<file path="src/rtl/sync_frame_extract.sv">
// sync_frame_extract: gates a fixed-length frame out of the correlator's delayed
// sample stream after each accepted peak strobe. It also de-rotates every sample
// by the conjugate of the latched peak.
// Optional build macro: SYNC_FRAME_EXTRACT_DROP_CNT_EN adds the drop_cnt output,
// which counts peak strobes ignored while a frame is pending or in progress.
module sync_frame_extract #(
  parameter int DW    = 12,
  parameter int PW    = 18,
  parameter int CW    = 14,
  parameter int SHIFT = 10
) (
  input  logic                 clk,
  input  logic                 rst,
  input  logic signed [DW-1:0] idata_i,
  input  logic signed [DW-1:0] idata_q,
  input  logic                 isop,
  input  logic signed [PW-1:0] ipeak_i,
  input  logic signed [PW-1:0] ipeak_q,
  input  logic        [CW-1:0] start_ofs,
  input  logic        [CW-1:0] frame_len,
  output logic signed [DW-1:0] odata_i,
  output logic signed [DW-1:0] odata_q,
  output logic                 oval,
  output logic                 osop,
  output logic                 oeop,
  output logic                 busy
`ifdef SYNC_FRAME_EXTRACT_DROP_CNT_EN
  ,
  output logic        [15:0]   drop_cnt
`endif
);

  localparam int PRW = DW + PW;  // full product width

  // Saturation bounds expressed at the widened sum width.
  localparam logic signed [PRW:0] SAT_MAX = (PRW+1)'((1 << (DW-1)) - 1);
  localparam logic signed [PRW:0] SAT_MIN = ~SAT_MAX;

  typedef enum logic [1:0] {
    IDLE  = 2'd0,
    WAIT  = 2'd1,
    FRAME = 2'd2
  } state_t;

  state_t                state_q, state_d;
  logic [CW-1:0]         ofs_cnt_q, ofs_cnt_d;
  logic [CW-1:0]         len_cnt_q, len_cnt_d;
  logic [CW-1:0]         len_q;
  logic signed [PW-1:0]  pk_i_q, pk_q_q;
  logic                  accept;   // isop taken in IDLE with a non-zero length
  logic                  take;     // current input sample belongs to the frame
  logic                  first;
  logic                  last;

  // Next-state logic: frame start offset and length counting.
  always_comb begin
    state_d   = state_q;
    ofs_cnt_d = ofs_cnt_q;
    len_cnt_d = len_cnt_q;
    accept    = 1'b0;
    take      = 1'b0;
    first     = 1'b0;
    last      = 1'b0;
    case (state_q)
      IDLE: begin
        if (isop && (frame_len != '0)) begin
          accept    = 1'b1;
          len_cnt_d = '0;
          if (start_ofs == '0) begin
            state_d = FRAME;
          end else begin
            state_d   = WAIT;
            ofs_cnt_d = start_ofs;
          end
        end
      end
      WAIT: begin
        ofs_cnt_d = ofs_cnt_q - CW'(1);
        if (ofs_cnt_q == CW'(1)) begin
          state_d   = FRAME;
          len_cnt_d = '0;
        end
      end
      FRAME: begin
        take  = 1'b1;
        first = (len_cnt_q == '0);
        last  = (len_cnt_q == len_q - CW'(1));
        if (last) begin
          state_d   = IDLE;
          len_cnt_d = '0;
        end else begin
          len_cnt_d = len_cnt_q + CW'(1);
        end
      end
      default: state_d = IDLE;
    endcase
  end

  // State, counters and the peak/length latched on an accepted strobe.
  always_ff @(posedge clk) begin
    if (rst) begin
      state_q   <= IDLE;
      ofs_cnt_q <= '0;
      len_cnt_q <= '0;
      len_q     <= '0;
      pk_i_q    <= '0;
      pk_q_q    <= '0;
    end else begin
      state_q   <= state_d;
      ofs_cnt_q <= ofs_cnt_d;
      len_cnt_q <= len_cnt_d;
      if (accept) begin
        len_q  <= frame_len;
        pk_i_q <= ipeak_i;
        pk_q_q <= ipeak_q;
      end
    end
  end

  assign busy = (state_q == WAIT) || (state_q == FRAME);

  // Stage 1 registers: the four partial products plus frame markers.
  logic signed [PRW-1:0] p0_q, p1_q, p2_q, p3_q;
  logic                  v1_q, sop1_q, eop1_q;

  // Stage 1: multiply the frame sample by the latched peak.
  always_ff @(posedge clk) begin
    if (rst) begin
      p0_q   <= '0;
      p1_q   <= '0;
      p2_q   <= '0;
      p3_q   <= '0;
      v1_q   <= 1'b0;
      sop1_q <= 1'b0;
      eop1_q <= 1'b0;
    end else begin
      v1_q   <= take;
      sop1_q <= take & first;
      eop1_q <= take & last;
      if (take) begin
        p0_q <= PRW'(idata_i) * PRW'(pk_i_q);
        p1_q <= PRW'(idata_q) * PRW'(pk_q_q);
        p2_q <= PRW'(idata_q) * PRW'(pk_i_q);
        p3_q <= PRW'(idata_i) * PRW'(pk_q_q);
      end
    end
  end

  // Conjugate multiply: (d_i + j d_q) * (pk_i - j pk_q).
  logic signed [PRW:0] s_i, s_q, sh_i, sh_q;
  assign s_i  = (PRW+1)'(p0_q) + (PRW+1)'(p1_q);
  assign s_q  = (PRW+1)'(p2_q) - (PRW+1)'(p3_q);
  assign sh_i = s_i >>> SHIFT;
  assign sh_q = s_q >>> SHIFT;

  function automatic logic signed [DW-1:0] sat(input logic signed [PRW:0] v);
    logic signed [PRW:0] c;
    if (v > SAT_MAX)      c = SAT_MAX;
    else if (v < SAT_MIN) c = SAT_MIN;
    else                  c = v;
    return c[DW-1:0];
  endfunction

  // Stage 2: saturate to sample width; data holds between frame samples.
  always_ff @(posedge clk) begin
    if (rst) begin
      odata_i <= '0;
      odata_q <= '0;
      oval    <= 1'b0;
      osop    <= 1'b0;
      oeop    <= 1'b0;
    end else begin
      oval <= v1_q;
      osop <= sop1_q;
      oeop <= eop1_q;
      if (v1_q) begin
        odata_i <= sat(sh_i);
        odata_q <= sat(sh_q);
      end
    end
  end

`ifdef SYNC_FRAME_EXTRACT_DROP_CNT_EN
  logic [15:0] drop_q;

  // Count strobes ignored because a frame is already pending or running.
  always_ff @(posedge clk) begin
    if (rst) begin
      drop_q <= '0;
    end else if (isop && (state_q != IDLE) && (drop_q != 16'hFFFF)) begin
      drop_q <= drop_q + 16'd1;
    end
  end

  assign drop_cnt = drop_q;
`endif

endmodule

</file>
<file path="config.mk">
export PLATFORM = sky130hd
export DESIGN_NAME = sync_frame_extract
export DESIGN_NICKNAME = d
export VERILOG_FILES = /design/src/rtl/sync_frame_extract.sv
export SDC_FILE = /design/constraint.sdc
export NUM_CORES = 2
export LEC_CHECK = 0
export CAP_MARGIN = 20
export CORE_AREA = 2 2 293 295
export CTS_BUF_LIST = sky130_fd_sc_hd__clkbuf_2 sky130_fd_sc_hd__clkbuf_4 sky130_fd_sc_hd__clkbuf_8
export CTS_CLUSTER_SIZE = 28
export DETAILED_ROUTE_END_ITERATION = 7
export DIE_AREA = 0 0 295 297
export PLACE_DENSITY = 0.7
export SLEW_MARGIN = 20
export SYNTH_ARGS = -nofsm -noshare
export SYNTH_HDL_FRONTEND = slang
export SYNTH_SLANG_ARGS = --single-unit
</file>
<file path="constraint.sdc">
create_clock -name clk -period 8.9 [get_ports clk]
set_input_delay 0.89 -clock clk [delete_from_list [all_inputs] [get_ports clk]]
set_output_delay 0.89 -clock clk [all_outputs]
set_load 0.03 [all_outputs]
</file>
==> impl_metrics.env <==
export IMPL_first_iter_violations=2090
export IMPL_grt_use_total_pct=24.63
export IMPL_final_period_utilization_pct=82.05
export IMPL_yosysSeqAreaShare_pct=11.02
export IMPL_setup_ws_ns=1.598
export IMPL_rr_endpoint="p1_q[29]$_SDFFE_PP0P_"
export IMPL_crit_arrival_ns=7.82
export IMPL_cellPowerDensity_nw_per_um2=341.4
export IMPL_dieWidth_um=295
export IMPL_dp_hpwl_mm=80.24
export IMPL_drive_above_1_share_pct=4.395
export IMPL_drv_slew=0
export IMPL_grt_overflow_total=0
export IMPL_hp_class="reg2reg"
export IMPL_clk_pin_slew_ns=0.07
export IMPL_rsz0062_at_grt="false"
export IMPL_synth_top_area_share_pct=37.96
export IMPL_fin_crit_ns=7.302
export IMPL_start_util_pct=49.44
export IMPL_cts_tree="built"
export IMPL_status="finished clean"
export IMPL_drc=0
export IMPL_startpoint="idata_q[4]"
export IMPL_crit_path_end_kind="flip-flop"
export IMPL_setup_worst_path_end="p2_q[28]$_SDFFE_PP0P_"
export IMPL_grt_pass1_vias=33840
export IMPL_numCtsBuffers=49
export IMPL_root_buffer="clkbuf_8"
export IMPL_synth_fp_nets=6099
export IMPL_cts_resized=0
export IMPL_insertion_delay_ns=0.69
export IMPL_post_cts_buffers=0
export IMPL_regToRegStartpoint="pk_q_q[6]$_SDFFE_PP0P_"
export IMPL_antenna_found_initial=4
export IMPL_cts_buffer_depth=3
export IMPL_grt_pass1_wl_mm=173.5
export IMPL_vdd_drop_max_mv=0.2446
export IMPL_dpl_worst_slack_ns=1.022
export IMPL_syn_inst=4897
export IMPL_layout_common_cells="976 x inv_1, 792 x fa_1, 739 x nand2_1, 318 x ha_1, 306 x nor2_1"
export IMPL_final_common_cell="inv_1"
export IMPL_reg2reg_depth=20
export IMPL_finalSetupTns_ns=0
export IMPL_nFillCells=7730
export IMPL_synth_distinct_cells=88
export IMPL_yosysTopAreaCell="fa_1"
export IMPL_h_tree_depth=2
export IMPL_p_leak_nw=21.64
export IMPL_numPortBuffers=118
export IMPL_synth_ff_type="dfxtp_1"
export IMPL_dieArea_sq_um=87620
export IMPL_setup_viol=0
export IMPL_cts_sinks=230
export IMPL_core_area_sq_um=84480
export IMPL_placementRows=107
export IMPL_drt_wirelength_per_cell_um=16.95
export IMPL_startpoint_type="primary input"
export IMPL_cts_hold_buf=0
export IMPL_final_setup_skew_ns=0.04641
export IMPL_yosys_top_cells_area="fa_1 38%, dfxtp_1 11%, ha_1 9.6%"
export IMPL_ff2ff_setup_slack_ns=1.91
export IMPL_final_hold_violation_count=0
export IMPL_grt_max_degree=116
export IMPL_num_vias=32390
export IMPL_max_freq_ghz=0.1369
export IMPL_place_congestion=0.8732
export IMPL_nNetsFinal=6101
export IMPL_die_h_um=297
export IMPL_critical_path_class="in2reg"
export IMPL_synth_area_per_cell_sq_um=8.529
export IMPL_worstMarginPinSlew_ns=1.192
export IMPL_synth_seq_cells=230
export IMPL_cap_violations=0
export IMPL_path_max_fanout=17
export IMPL_syn_to_final_growth_pct=8.169
export IMPL_final_antenna_net_count=0
export IMPL_viasPerCell=5.324
export IMPL_wl_mm=103.1
export IMPL_crit_required_ns=9.41
export IMPL_async_reset_ff_share_pct=0
export IMPL_netlist_area_sq_um=41770
export IMPL_drt_pass1_iterations=8
export IMPL_io_pins=119
export IMPL_synth_edf_count=0
export IMPL_slew_headroom_pct=20.41
export IMPL_hold_slack_ns=0.4556
export IMPL_yosys_warnings=0
-- stage by stage --
step	power, mW	cells	area, sq um	utilization, %
floorplan	11.15	4897	41770	-
global placement	13.83	5992	44060	52.16
detailed placement	14.08	5992	44060	52.16
CTS	15.51	6081	45160	53.45
global route	17.29	6084	45180	53.48
finish	15.42	6084	45180	53.48
-- per-layer routing --
layer / part of all wire [%] / vias to the layer above / track usage, %
met1: 43 / 16220 / 33.85
met2: 47 / 1033 / 39.90
li1: - / 14970 / -
met3: 7.2 / 167 / 4.042
met4: 3.0 / 2 / 7.519
met5: 0.013 / - / 0
-- area by class of cell --
class / count / area (sq um) / area share, %
Timing Repair Buffer: 192 / 1759 / 3.894
Sequential cell: 230 / 4614 / 10.21
Clock inverter: 24 / 251.5 / 0.5567
Inverter: 978 / 3671 / 8.126
Multi-Input combinational cell: 3448 / 32600 / 72.16
Antenna cell: 3 / 7.507 / 0.01662
Clock buffer: 65 / 844.6 / 1.869
Tap cell: 1144 / 1431 / 3.168
-- registers in the layout, indices dropped and copies added, names as in the netlist, 2 cells and up --
name / count
p0_q: 30
pk_i_q: 18
odata_i: 12
pk_q_q: 18
p2_q: 30
ofs_cnt_q: 14
len_cnt_q: 14
p3_q: 30
odata_q: 12
p1_q: 30
state_q: 2
len_q: 14
-- where the power goes --
group	internal, mW	leakage [nW]	switching [mW]	total [mW]
sequential	1.31	1.88	0.355	1.67
clock	0.743	0.572	0.573	1.32
combinational	5.17	19.2	7.27	12.4
-- cell usage after synthesis (48+ instances only) --
cell type	n
fa_1	792
inv_1	977
o21ai_0	80
mux2i_1	62
xnor2_1	115
nand2_1	739
a21oi_1	179
nor2_1	307
nor3_1	59
dfxtp_1	230
nand3_1	50
clkbuf_1	224
ha_1	319
xor2_1	48
and2_1	270
-- worst max-delay path, cell delays in order --
cell and delay, ns:
clkdlybuf4s50_1 1.05, buf_4 0.34, nand2_1 0.10, fa_1 0.55
fa_1 0.53, inv_1 0.06, fa_1 0.44, fa_1 0.52
inv_1 0.05, fa_1 0.47, inv_1 0.04, ha_1 0.31
o21ai_0 0.37, nand2b_1 0.10, a21o_1 0.20, and3_1 0.17
a31oi_1 0.30, o21ai_0 0.19, o21ai_0 0.35, a21oi_1 0.17
a311oi_1 0.36, or4_1 0.17, o211ai_1 0.08
-- how the worst min path moves through the flow --
stage                            startpoint                      end  slack [ns]  cells after the start
finish              pk_q_q[12]$_SDFFE_PP0P_  pk_q_q[12]$_SDFFE_PP0P_        0.46                      2
global route              eop1_q$_SDFF_PP0_          oeop$_SDFF_PP0_        0.46                      1
CTS                    p2_q[0]$_SDFFE_PP0P_     p2_q[0]$_SDFFE_PP0P_        0.46                      2
detailed placement        sop1_q$_SDFF_PP0_          osop$_SDFF_PP0_        0.43                      1
global placement    pk_q_q[14]$_SDFFE_PP0P_  pk_q_q[14]$_SDFFE_PP0P_        0.44                      2
floorplan                 eop1_q$_SDFF_PP0_          oeop$_SDFF_PP0_        0.41                      1
-- cells by family (layout without fill, tap and decap cells) --
kind of cell               count (synthesis)  after routing  share of synthesized area [%]
xor gates and xnor gates                 163            163                          3.418
AOI/OAI and AO/OA                        515            515                          8.041
and+or+nand+nor                         1597           1597                          17.50
buffers and inverters                   1219           1259                          11.02
adders and majority gates               1111           1111                          47.52
other                                      0              3                              0
muxes                                     62             62                          1.486
DFF                                      230            230                          11.02
Power figures use the tool's default switching activity.
